`config.mk`:
```
export PLATFORM = sky130hd
export DESIGN_NAME = add_share_arbiter_flat
export DESIGN_NICKNAME = d
export VERILOG_FILES = /design/src/rtl/add_share_pkg.sv /design/src/rtl/add_share_arbiter_if.sv /design/src/rtl/add_share_arbiter_rr_pick.sv /design/src/rtl/add_share_arbiter.sv /design/src/flat_wrapper.sv
export SDC_FILE = /design/constraint.sdc
export NUM_CORES = 1
export LEC_CHECK = 0
export ABC_AREA = 0
export BUFFER_PORTS_ARGS = -buffer_cell sky130_fd_sc_hd__buf_2
export CORE_AREA = 2 2 117 119
export DETAILED_ROUTE_END_ITERATION = 10
export DIE_AREA = 0 0 119 121
export GPL_TIMING_DRIVEN = 0
export PLACE_DENSITY = 0.75
export SYNTH_ARGS = -nofsm -noshare
export SYNTH_HDL_FRONTEND = slang
export SYNTH_SLANG_ARGS = --single-unit
```
`constraint.sdc`:
```
create_clock -name i_clk -period 13.5 [get_ports i_clk]
set_input_delay 1.35 -clock i_clk [delete_from_list [all_inputs] [get_ports i_clk]]
set_output_delay 1.35 -clock i_clk [all_outputs]
set_load 0.005 [all_outputs]
```
`src/rtl/add_share_pkg.sv`:
```
// Shared defaults, state encoding and round-robin pointer helper
// for the shared-adder arbiter.
package add_share_pkg;

   localparam int N_REQ_DEF = 4;
   localparam int WIDTH_DEF = 32;

   localparam logic ST_EMPTY = 1'b0;
   localparam logic ST_FULL  = 1'b1;

   typedef enum logic {
      EMPTY = ST_EMPTY,
      FULL  = ST_FULL
   } state_e;

   function automatic int next_ptr(input int k, input int n);
      return (k + 1 >= n) ? 0 : k + 1;
   endfunction

endpackage

```
`src/rtl/add_share_arbiter_if.sv`:
```
// Requester and response bundle of the shared-adder arbiter.
// Carries o_rsp_ovf only when ADD_SHARE_OVF_EN is defined.
interface add_share_arbiter_if
   import add_share_pkg::*;
#(
   parameter int N_REQ = N_REQ_DEF,
   parameter int WIDTH = WIDTH_DEF,
   parameter int ID_W  = $clog2(N_REQ)
) ();

   logic [N_REQ-1:0]       i_req_valid;
   logic [N_REQ*WIDTH-1:0] i_req_op1;
   logic [N_REQ*WIDTH-1:0] i_req_op2;
   logic [N_REQ-1:0]       o_req_ready;
   logic                   o_rsp_valid;
   logic [ID_W-1:0]        o_rsp_id;
   logic [WIDTH-1:0]       o_rsp_data;
   logic                   i_rsp_ready;
`ifdef ADD_SHARE_OVF_EN
   logic                   o_rsp_ovf;
`endif

   modport master (
      output i_req_valid, i_req_op1, i_req_op2, i_rsp_ready,
`ifdef ADD_SHARE_OVF_EN
      input  o_rsp_ovf,
`endif
      input  o_req_ready, o_rsp_valid, o_rsp_id, o_rsp_data
   );

   modport slave (
      input  i_req_valid, i_req_op1, i_req_op2, i_rsp_ready,
`ifdef ADD_SHARE_OVF_EN
      output o_rsp_ovf,
`endif
      output o_req_ready, o_rsp_valid, o_rsp_id, o_rsp_data
   );

endinterface

```
`src/rtl/add_share_arbiter_rr_pick.sv`:
```
// Combinational round-robin picker: first set request at or
// above ptr, wrapping modulo N.
module rr_pick #(
   parameter int N     = 4,
   parameter int IDX_W = $clog2(N)
) (
   input  logic [N-1:0]     req,
   input  logic [IDX_W-1:0] ptr,
   output logic [N-1:0]     gnt,
   output logic [IDX_W-1:0] idx,
   output logic             any
);

   logic [IDX_W:0] j;

   always_comb begin
      gnt = '0;
      idx = '0;
      any = 1'b0;
      j   = '0;
      for (int i = 0; i < N; i++) begin
         j = {1'b0, ptr} + (IDX_W+1)'(i);
         if (j >= (IDX_W+1)'(N)) j = j - (IDX_W+1)'(N);
         if (!any && req[j[IDX_W-1:0]]) begin
            any = 1'b1;
            gnt[j[IDX_W-1:0]] = 1'b1;
            idx = j[IDX_W-1:0];
         end
      end
   end

endmodule

```
`src/rtl/add_share_arbiter.sv`:
```
// One shared adder arbitrated round-robin across N_REQ requesters,
// with a registered tagged response. ADD_SHARE_OVF_EN adds o_rsp_ovf.
module add_share_arbiter
   import add_share_pkg::*;
#(
   parameter int N_REQ = N_REQ_DEF,
   parameter int WIDTH = WIDTH_DEF,
   parameter int ID_W  = $clog2(N_REQ)
) (
   input logic             i_clk,
   input logic             i_rst,
   add_share_arbiter_if.slave bus
);

   state_e           state;
   logic [ID_W-1:0]  ptr;
   logic [ID_W-1:0]  win_idx;
   logic [ID_W-1:0]  rsp_id;
   logic [WIDTH-1:0] rsp_data;
   logic [N_REQ-1:0] gnt;
   logic             any;
   logic             can_accept;
   logic             acc;
   logic [WIDTH-1:0] op_a;
   logic [WIDTH-1:0] op_b;
   logic [WIDTH-1:0] sum;

   rr_pick #(.N(N_REQ), .IDX_W(ID_W)) u_pick (
      .req (bus.i_req_valid),
      .ptr (ptr),
      .gnt (gnt),
      .idx (win_idx),
      .any (any)
   );

   // Draining and reloading in the same cycle keeps throughput at one per cycle.
   assign can_accept = (state == EMPTY) || bus.i_rsp_ready;
   assign bus.o_req_ready = (can_accept && any && !i_rst) ? gnt : '0;
   assign acc = |(bus.i_req_valid & bus.o_req_ready);

   assign op_a = bus.i_req_op1[win_idx*WIDTH +: WIDTH];
   assign op_b = bus.i_req_op2[win_idx*WIDTH +: WIDTH];
   assign sum  = op_a + op_b;

   assign bus.o_rsp_valid = (state == FULL);
   assign bus.o_rsp_id    = rsp_id;
   assign bus.o_rsp_data  = rsp_data;

`ifdef ADD_SHARE_OVF_EN
   logic rsp_ovf;
   logic ovf_nxt;

   assign ovf_nxt = (op_a[WIDTH-1] == op_b[WIDTH-1]) &&
                    (sum[WIDTH-1] != op_a[WIDTH-1]);
   assign bus.o_rsp_ovf = rsp_ovf;

   always_ff @(posedge i_clk or posedge i_rst) begin
      if (i_rst)    rsp_ovf <= 1'b0;
      else if (acc) rsp_ovf <= ovf_nxt;
   end
`endif

   always_ff @(posedge i_clk or posedge i_rst) begin
      if (i_rst) begin
         state    <= EMPTY;
         ptr      <= '0;
         rsp_id   <= '0;
         rsp_data <= '0;
      end else begin
         if (acc) begin
            rsp_data <= sum;
            rsp_id   <= win_idx;
            ptr      <= ID_W'(next_ptr(int'(win_idx), N_REQ));
         end
         unique case (state)
            EMPTY: if (acc) state <= FULL;
            FULL:  if (bus.i_rsp_ready && !acc) state <= EMPTY;
            default: state <= EMPTY;
         endcase
      end
   end

endmodule

```
`src/flat_wrapper.sv`:
```
// flat-port wrapper written by rule: the top's interface ports become plain ports
module add_share_arbiter_flat import add_share_pkg::*;
#(
   parameter int N_REQ = N_REQ_DEF,
   parameter int WIDTH = WIDTH_DEF,
   parameter int ID_W  = $clog2(N_REQ)
)
  (i_clk, i_rst, bus_i_req_valid, bus_i_req_op1, bus_i_req_op2, bus_i_rsp_ready, bus_o_req_ready, bus_o_rsp_valid, bus_o_rsp_id, bus_o_rsp_data);
  add_share_arbiter_if #(.N_REQ(N_REQ), .WIDTH(WIDTH), .ID_W(ID_W)) bus_i ();
  input logic i_clk;
  input logic i_rst;
  input wire logic [$bits(bus_i.i_req_valid)-1:0] bus_i_req_valid;
  input wire logic [$bits(bus_i.i_req_op1)-1:0] bus_i_req_op1;
  input wire logic [$bits(bus_i.i_req_op2)-1:0] bus_i_req_op2;
  input wire logic [$bits(bus_i.i_rsp_ready)-1:0] bus_i_rsp_ready;
  output wire logic [$bits(bus_i.o_req_ready)-1:0] bus_o_req_ready;
  output wire logic [$bits(bus_i.o_rsp_valid)-1:0] bus_o_rsp_valid;
  output wire logic [$bits(bus_i.o_rsp_id)-1:0] bus_o_rsp_id;
  output wire logic [$bits(bus_i.o_rsp_data)-1:0] bus_o_rsp_data;
  assign bus_i.i_req_valid = bus_i_req_valid;
  assign bus_i.i_req_op1 = bus_i_req_op1;
  assign bus_i.i_req_op2 = bus_i_req_op2;
  assign bus_i.i_rsp_ready = bus_i_rsp_ready;
  assign bus_o_req_ready = bus_i.o_req_ready;
  assign bus_o_rsp_valid = bus_i.o_rsp_valid;
  assign bus_o_rsp_id = bus_i.o_rsp_id;
  assign bus_o_rsp_data = bus_i.o_rsp_data;
  add_share_arbiter #(.N_REQ(N_REQ), .WIDTH(WIDTH), .ID_W(ID_W)) u_core (.i_clk(i_clk), .i_rst(i_rst), .bus(bus_i));
endmodule
```
==> results of run 1 <==
## metrics by stage
step / setup slack, ns / utilization
2_1_floorplan: 7.987 / -
3_3_place_gp: 6.255 / 0.5452
3_5_place_dp: 6.412 / 0.5452
4_1_cts: 6.665 / 0.5564
5_1_grt: 6.141 / 0.5564
6_report: 6.515 / 0.5564
## registers in the layout (all words and copies together), names as in the netlist
register,count
u_core.bus.o_rsp_data,32
u_core.ptr,2
u_core.bus.o_rsp_valid,1
u_core.bus.o_rsp_id,2
## how the worst max path moves through the flow
stage,endpoint,depth (start not counted)
2_1_floorplan,u_core.bus.o_rsp_data[29],18
3_3_place_gp,u_core.bus.o_rsp_data[31],18
3_5_place_dp,u_core.bus.o_rsp_data[31],18
4_1_cts,u_core.bus.o_rsp_data[29],18
5_1_grt,u_core.bus.o_rsp_data[31],18
6_report,u_core.bus.o_rsp_data[31],18
## routing by layer
metal	part of all wire	wire length [microns]
met1	0.44	10030
met2	0.46	10450
met3	0.075	1707
met4	0.019	437
met5	0	0
## final cells by class
cell class,count,share of cell area
well taps,176,0.03025
inverters,10,0.005156
flip-flops and latches,37,0.1272
clock inverters,3,0.002921
multi-input cells,670,0.5755
clock buffers,5,0.01719
repair buffers,301,0.2069
plain buffers,54,0.03489
## critical path, stage by stage
cell	delay, ns
buf_2	0.10
buf_2	0.21
mux4_1	0.36
a21oi_1	0.13
o221ai_1	0.90
buf_2	0.40
clkbuf_1	0.66
nand2_1	0.15
a31oi_1	0.25
ha_1	0.35
a21oi_1	0.25
o21ai_0	0.16
a22oi_1	0.29
a21oi_1	0.16
o41ai_1	0.72
o21ai_0	0.24
xnor2_1	0.20
mux2_4	0.27
## cell usage after synthesis, types with 2 or more instances
master,n,area (sq um)
nand2_1,184,690.7
a211oi_1,68,510.5
a31oi_1,65,406.6
and2_1,62,387.9
o21ai_0,47,235.2
ha_1,38,475.5
dfrtp_1,37,925.9
a21oi_1,34,170.2
clkbuf_1,32,120.1
nor2_1,23,86.33
buf_2,14,70.07
xor2_1,14,122.6
xnor2_1,12,105.1
a21o_1,10,75.07
inv_1,10,37.54
nor3_1,8,40.04
nand3_1,7,35.03
o2111ai_1,7,61.31
o31ai_1,7,52.55
o21a_1,6,45.04
and3_1,5,31.28
buf_4,5,37.54
nand4_1,5,31.28
o21ai_1,5,25.02
nand2b_1,4,25.02
nor2b_1,4,25.02
a21boi_0,3,22.52
mux2_4,3,45.04
mux2i_1,3,30.03
a211o_1,2,17.52
a21oi_2,2,17.52
a311oi_1,2,17.52
buf_6,2,22.52
mux4_2,2,45.04
nor3b_1,2,15.01
nor4b_1,2,17.52
o21ai_2,2,17.52
o21bai_1,2,15.01
or3_1,2,12.51
## cell usage in the layout, fill, tap and decap left out, types with 4 or more instances in the layout
cell and count:
clkbuf_1 32, o21ai_0 47, a21o_1 10, o2111ai_1 7
xnor2_1 12, buf_2 315, and2_1 62, nor2b_1 4
a21oi_1 34, o31ai_1 7, o21a_1 6, o21ai_1 5
nand3_1 7, and3_1 5, inv_1 9, nand2_1 184
xor2_1 14, nor2_1 23, nand4_1 5, nand2b_1 4
buf_4 5, nor3_1 8, clkbuf_16 5, ha_1 38
a211oi_1 68, a31oi_1 65, dfrtp_1 37
## logic make-up (layout without fill, tap and decap cells)
logic type,after synthesis,in the layout,synth area share
AO/OA/AOI/OAI,276,276,0.3350
XOR/XNOR,26,26,0.04211
adder cells (fa/ha/maj),39,39,0.09163
buffers and inverters,64,373,0.05391
flip-flops,37,37,0.1712
multiplexers,11,11,0.03124
AND/OR/NAND/NOR,318,318,0.2749
==> metrics.csv, run 1 <==
stage;metric;value;unit
sta;Rel. slew slack;0.2468;
sta;final hold slack;0.4789;ns
critical_path;CP Capture Type;flip-flop;
cts;CTS resizes;0;
placement;Placer Congestion;0.9439;
placement;HPWL after detailed placement;18750;microns
final_layout;diode count;0;
cts;Post-CTS Repair Setup Buffers;0;
synthesis;ys async rst share;1.000;
sta;clock skew;0.004774;ns
synthesis;Mapped Nets;1073;
placement;Placed Cells;1248;
critical_path;crit path kind;input port to flip-flop;
hold_path;worst hold start;u_core.bus.o_rsp_data[2];
sta;crit share post-route;0.5174;
hold_path;Hold EP;u_core.bus.o_rsp_data[2];
global_routing;gr ovfl total;0;
global_routing;gr usage total;0.2999;
synthesis;synthesized cell area;0.005408;sq mm
die;die height;121;microns
die;Die ar.;0.01440;sq mm
sta;fmax;0.1432;GHz
hold_path;worst min-delay path class;flip-flop to flip-flop;
sta;post-route setup TNS;0;ns
die;Site Rows;42;
global_routing;busiest grt layer;met2;
final_layout;Storage cell area;925.9;sq um
synthesis;synthesized flop and latch total;37;
cts;TritonCTS clock tree;yes;
synthesis;Seq/Total Area, Yosys;0.1712;
drt;DRC errors left;0;
critical_path;reg2reg setup slack;6.65;ns
final_layout;Layout Nets;1381;
run;# Max-Cap Violations;0;
drt;drt first pass iters;5;
final_layout;Final Cell Area;0.007281;sq mm
critical_path;Reg-to-Reg End;u_core.bus.o_rsp_data[31];
sta;endpoints failing setup;0;
drt;total number of vias;7148;
die;die width;119;microns
sta;Final Hold Fails;0;
drt;ANT nets after route;0;
synthesis;Mapped Cells;771;
sta;RSZ-0062 raised after global routing;false;
synthesis;Top FF cell, synth;dfrtp_1;
critical_path;Reg-to-Reg Start;u_core.ptr[0];
final_layout;fraction of layout cells with a size suffix above 1;0.3213;
sta;Final min period;6.985;ns
sta;Final Max Slew Viols;0;
global_routing;vias in the first global route;6611;
critical_path;worst-case reg-to-reg path depth;20;
final_layout;Finished Layout Cells;1256;
cts;clk root buf;clkbuf_16;
global_routing;first-pass GRT wire length;34400;microns
drt;drt first-iter violations;656;
hold_path;hold path cells;2;
cts;H-tree Lvls;2;
cts;clock latency on the worst-skew pair;0.28;ns
drt;via/cell ratio;5.691;
cts;clk buf depth;2;
global_routing;met3 GRT Util;0.03618;
cts;clk slew on worst S/H paths;0.06;ns
placement;placed cell areas;0.007134;sq mm
global_routing;initial antenna violation count;0;
final_layout;P&R area growth vs syn;34.64;%
cts;CTS buffer count;5;
outcome;status;finished, final reports clean;
cts;Sink Count;37;
synthesis;Syn Area/Cell;7.014;sq um
placement;I/O Buffers;301;
synthesis;library cells used by synthesis;68;
synthesis;number of synthesis warnings;0;
sta;Worst Tran Pin Value;1.130;ns
drt;Wirelength per Cell;18.02;microns
critical_path;CP startpoint;bus_i_req_valid[0];
synthesis;EDFF count, synth;0;
global_routing;largest net degree at the start of global routing;38;
drt;Routed Wire Length;22630;microns
global_routing;met2 track utilization from global routing;0.4871;
critical_path;worst-path fanout max;10;
final_layout;area occupied by multi-input gates;0.004190;sq mm
critical_path;Critical Path AT;7.15;ns
cts;hold buffer count at cts;0;
critical_path;critical path launch point type;input port;
die;initial core utilization;0.4133;
critical_path;Data required, critical path;13.66;ns
final_layout;fill cell count;1325;
global_routing;GR Util met1;0.4211;
die;# IOs;302;
die;Placeable Area;0.01309;sq mm
Power of run 1 is left out: the tool's default activity adds up to more than one toggle a clock period on the data nets, which glitch-free logic cannot reach.
==> inputs of run 2 (changes only) <==
--- a/config.mk
+++ b/config.mk
@@ -5,13 +5,14 @@
 export SDC_FILE = /design/constraint.sdc
 export NUM_CORES = 1
 export LEC_CHECK = 0
-export ABC_AREA = 0
+export ABC_AREA = 1
 export BUFFER_PORTS_ARGS = -buffer_cell sky130_fd_sc_hd__buf_2
-export CORE_AREA = 2 2 117 119
+export CORE_ASPECT_RATIO = 1.5
+export CORE_MARGIN = 2
+export CORE_UTILIZATION = 42
 export DETAILED_ROUTE_END_ITERATION = 10
-export DIE_AREA = 0 0 119 121
 export GPL_TIMING_DRIVEN = 0
-export PLACE_DENSITY = 0.75
+export PLACE_DENSITY = 0.79
 export SYNTH_ARGS = -nofsm -noshare
 export SYNTH_HDL_FRONTEND = slang
 export SYNTH_SLANG_ARGS = --single-unit
==> constraint.sdc (replaced) <==
create_clock -name i_clk -period 5.98 [get_ports i_clk]
set_input_delay 0.598 -clock i_clk [delete_from_list [all_inputs] [get_ports i_clk]]
set_output_delay 0.598 -clock i_clk [all_outputs]
set_load 0.005 [all_outputs]
==> run 2 against run 1 <==
Global-route usage grew 3.6 points. First-iteration DRC count shrank 19%. Utilization grew 1.9 points. Area after synthesis grew 3.4%. Setup slack lost 5.6 ns. Clock skew shrank 0.00099 ns. Register-to-register slack lost 5.8 ns. Non-clock buffer count shrank 7. Flip-flop and latch count is the same. Hold slack lost 0.072 ns. Critical path depth grew 6. Highest routed layer is now met5.
==> metrics.csv, run 2 <==
stage;metric;value;unit;change
critical_path;Critical Path AT;5.25;ns;was 7.15 ns
die;# IOs;302;;unchanged
cts;clk slew on worst S/H paths;0.05;ns;was 0.06 ns
drt;Wirelength per Cell;18.57;microns;was 18.02 microns
drt;via/cell ratio;5.653;;was 5.691
synthesis;Synth Area in Simple Gates;0.2989;;was 0.2749
critical_path;crit path kind;flip-flop to flip-flop;;was input port to flip-flop
critical_path;CP Capture Type;flip-flop;;unchanged
critical_path;critical path launch point type;flip-flop;;was input port
synthesis;EDFF count, synth;0;;unchanged
sta;Final min period;5.096;ns;
die;initial core utilization;0.4295;;was 0.4133
die;Site Rows;51;;was 42
sta;crit share post-route;0.8522;;
sta;fmax;0.1962;GHz;
cts;hold buffer count at cts;0;;unchanged
cts;Post-CTS Repair Setup Buffers;0;;unchanged
global_routing;vias in the first global route;7433;;was 6611
synthesis;synthesized flop and latch total;37;;unchanged
critical_path;cells along the critical path;inv_2 > ha_1 > inv_1 > nand3_1 > nand2_2 > inv_2 > nor2_8 > nand3_1 > nand3_1 > nand2_2 > clkinv_2 > buf_2 > o21ai_0 > o22ai_1 > ha_1 > fa_1 > inv_1 > o21ai_0 > a21boi_0 > o21ai_0 > nand3_1 > nand2_1 > xnor2_1 > o21ai_0;;was buf_2 > buf_2 > mux4_1 > a21oi_1 > o221ai_1 > buf_2 > clkbuf_1 > nand2_1 > a31oi_1 > ha_1 > a21oi_1 > o21ai_0 > a22oi_1 > a21oi_1 > o41ai_1 > o21ai_0 > xnor2_1 > mux2_4
sta;Final Max Slew Viols;0;;unchanged
final_layout;Finished Layout Cells;1356;;was 1256
drt;total number of vias;7665;;was 7148
synthesis;cell with the most instances after synthesis;nand2_1;;unchanged
drt;Routed Wire Length;25180;microns;was 22630 microns
drt;ANT nets after route;0;;unchanged
critical_path;reg2reg setup slack;0.88;ns;was 6.65 ns
synthesis;largest family of logic cells by synthesized area;compound AO/OA/AOI/OAI gates;;unchanged
synthesis;Yosys top cell by area;dfrtp_1;;unchanged
synthesis;adder-cell share of the synthesized area;0.08861;;was 0.09162
cts;clk buf depth;2;;unchanged
final_layout;most common cell after layout, fill and taps aside;buf_2;;unchanged
synthesis;Synth Area in Compound Gates;0.3032;;was 0.3350
critical_path;CP top delay family;compound AO/OA/AOI/OAI gates;;unchanged
drt;DRC errors left;0;;unchanged
cts;clk root buf;clkbuf_16;;unchanged
sta;RSZ-0062 raised after global routing;false;;unchanged
hold_path;worst min-delay path class;input port to asynchronous set/reset pin;;was flip-flop to flip-flop
global_routing;initial antenna violation count;2;;was 0
die;die width;98.21;microns;was 119 microns
placement;I/O Buffers;301;;unchanged
outcome;status;finished, final reports clean;;unchanged
cts;CTS resizes;0;;unchanged
cts;TritonCTS clock tree;yes;;unchanged
sta;Worst Tran Pin Value;0.6767;ns;was 1.130 ns
final_layout;Layout Nets;1496;;was 1381
drt;drt first pass iters;5;;unchanged
synthesis;Top FF cell, synth;dfrtp_1;;unchanged
final_layout;P&R area growth vs syn;33.99;%;was 34.64%
critical_path;Reg-to-Reg Start;u_core.ptr[0];;unchanged
synthesis;number of synthesis warnings;0;;unchanged
run;# Max-Cap Violations;0;;unchanged
placement;Placed Cells;1346;;was 1248
final_layout;fraction of layout cells with a size suffix above 1;0.3358;;was 0.3213
synthesis;ys async rst share;1.000;;unchanged
synthesis;Mapped Nets;1187;;was 1073
synthesis;Mapped Cells;885;;was 771
final_layout;most frequent cells in the layout;buf_2 (315), nand2_1 (141), o21ai_0 (140);;was buf_2 (315), nand2_1 (184), a211oi_1 (68)
global_routing;gr usage total;0.3360;;was 0.2999
critical_path;Data required, critical path;6.14;ns;was 13.66 ns
synthesis;Seq/Total Area, Yosys;0.1656;;was 0.1712
critical_path;slowest CP cell;dfrtp_1;;was o221ai_1
critical_path;worst-path fanout max;11;;was 10
die;Placeable Area;0.01302;sq mm;was 0.01309 sq mm
synthesis;multiplexer share of the synthesized area;0;;was 0.03124
sta;post-route setup TNS;0;ns;unchanged
global_routing;largest net degree at the start of global routing;24;;was 38
synthesis;synth cell count leaders;nand2_1 (141), o21ai_0 (140), nor2_1 (139);;was nand2_1 (184), a211oi_1 (68), a31oi_1 (65)
cts;clock latency on the worst-skew pair;0.28;ns;about the same
final_layout;Largest register FFs;32;;unchanged
synthesis;area fraction of the dominant cell type after synthesis;0.1656;;was 0.1712
placement;HPWL after detailed placement;21310;microns;was 18750 microns
sta;clock skew;0.003780;ns;was 0.004774 ns
die;die height;145.3;microns;was 121 microns
cts;Sink Count;37;;unchanged
critical_path;CP max stage delay;0.60;ns;was 0.90 ns
global_routing;first-pass GRT wire length;38500;microns;was 34400 microns
sta;Rel. slew slack;0.5484;;was 0.2468
cts;H-tree Lvls;2;;unchanged
synthesis;Syn Area/Cell;6.318;sq um;was 7.014 sq um
placement;Placer Congestion;1.013;;was 0.9439
synthesis;synth top area cells;dfrtp_1 (17%), o21ai_0 (13%), nand2_1 (9.5%), nor2_1 (9.3%), ha_1 (8.5%);;was dfrtp_1 (17%), nand2_1 (13%), a211oi_1 (9.4%), ha_1 (8.8%), a31oi_1 (7.5%)
cts;CTS buffer count;5;;unchanged
critical_path;worst-case reg-to-reg path depth;24;;was 20
sta;Final Hold Fails;0;;unchanged
synthesis;library cells used by synthesis;42;;was 68
drt;drt first-iter violations;530;;was 656
global_routing;gr ovfl total;0;;unchanged
synthesis;synthesized cell area;0.005592;sq mm;was 0.005408 sq mm
synthesis;Post-Synth XOR/XNOR Area;0.04856;;was 0.04211
critical_path;CP Buf/Inv Count;6;;was 4
sta;endpoints failing setup;0;;unchanged
die;Die ar.;0.01427;sq mm;was 0.01440 sq mm
critical_path;Reg-to-Reg End;u_core.bus.o_rsp_data[30];;was u_core.bus.o_rsp_data[31]
==> run 2: layout make-up <==
| type | instances | area, sq um |
|---|---|---|
| Buffer | 46 | 321.6 |
| Clock buffer | 5 | 125.1 |
| Antenna cell | 3 | 7.507 |
| Sequential cell | 37 | 925.9 |
| Tap cell | 159 | 198.9 |
| Fill cell | 1388 | 5525 |
| Timing Repair Buffer | 302 | 1534 |
| Clock inverter | 2 | 35.03 |
| Inverter | 55 | 210.2 |
| Multi-Input combinational cell | 747 | 4134 |
==> run 2: layer usage <==
metal	part of all wire	wire length, microns	global-route usage
met1	0.36	9183	0.3963
met2	0.51	12720	0.6127
met3	0.090	2266	0.04094
met4	0.040	999	0.1295
met5	0.00044	11	0
==> run 2: kinds of logic after synthesis <==
logic type                 count (synthesis)
AOI/OAI and AO/OA                        294
xor gates and xnor gates                  31
adders and majority gates                 39
buffers and inverters                    101
DFF                                       37
and+or+nand+nor                          383
==> run 2: worst max path at each step <==
stage	slack [ns]	start	to	cells past startpoint
5_1_grt	0.32	u_core.ptr[0]	u_core.bus.o_rsp_data[30]	24
4_1_cts	0.92	u_core.ptr[0]	u_core.bus.o_rsp_data[30]	24
6_report	0.88	u_core.ptr[0]	u_core.bus.o_rsp_data[30]	24
3_3_place_gp	1.02	u_core.ptr[0]	u_core.bus.o_rsp_data[30]	24
3_5_place_dp	0.93	u_core.ptr[0]	u_core.bus.o_rsp_data[30]	24
2_1_floorplan	1.92	u_core.ptr[0]	u_core.bus.o_rsp_data[22]	25
==> run 2: metrics by stage <==
stage	worst slack, ns	utilization	hold WS, ns	instance area, sq um
after global routing	0.3195	0.5750	0.4868	7485
after global placement	1.019	0.5606	0.4638	7297
after floorplan	1.917	-	0.4720	5592
after detailed placement	0.9279	0.5627	0.4694	7325
final	0.8837	0.5755	0.4070	7492
after CTS	0.9204	0.5750	0.4344	7485
Power of run 2 is left out for the same reason.
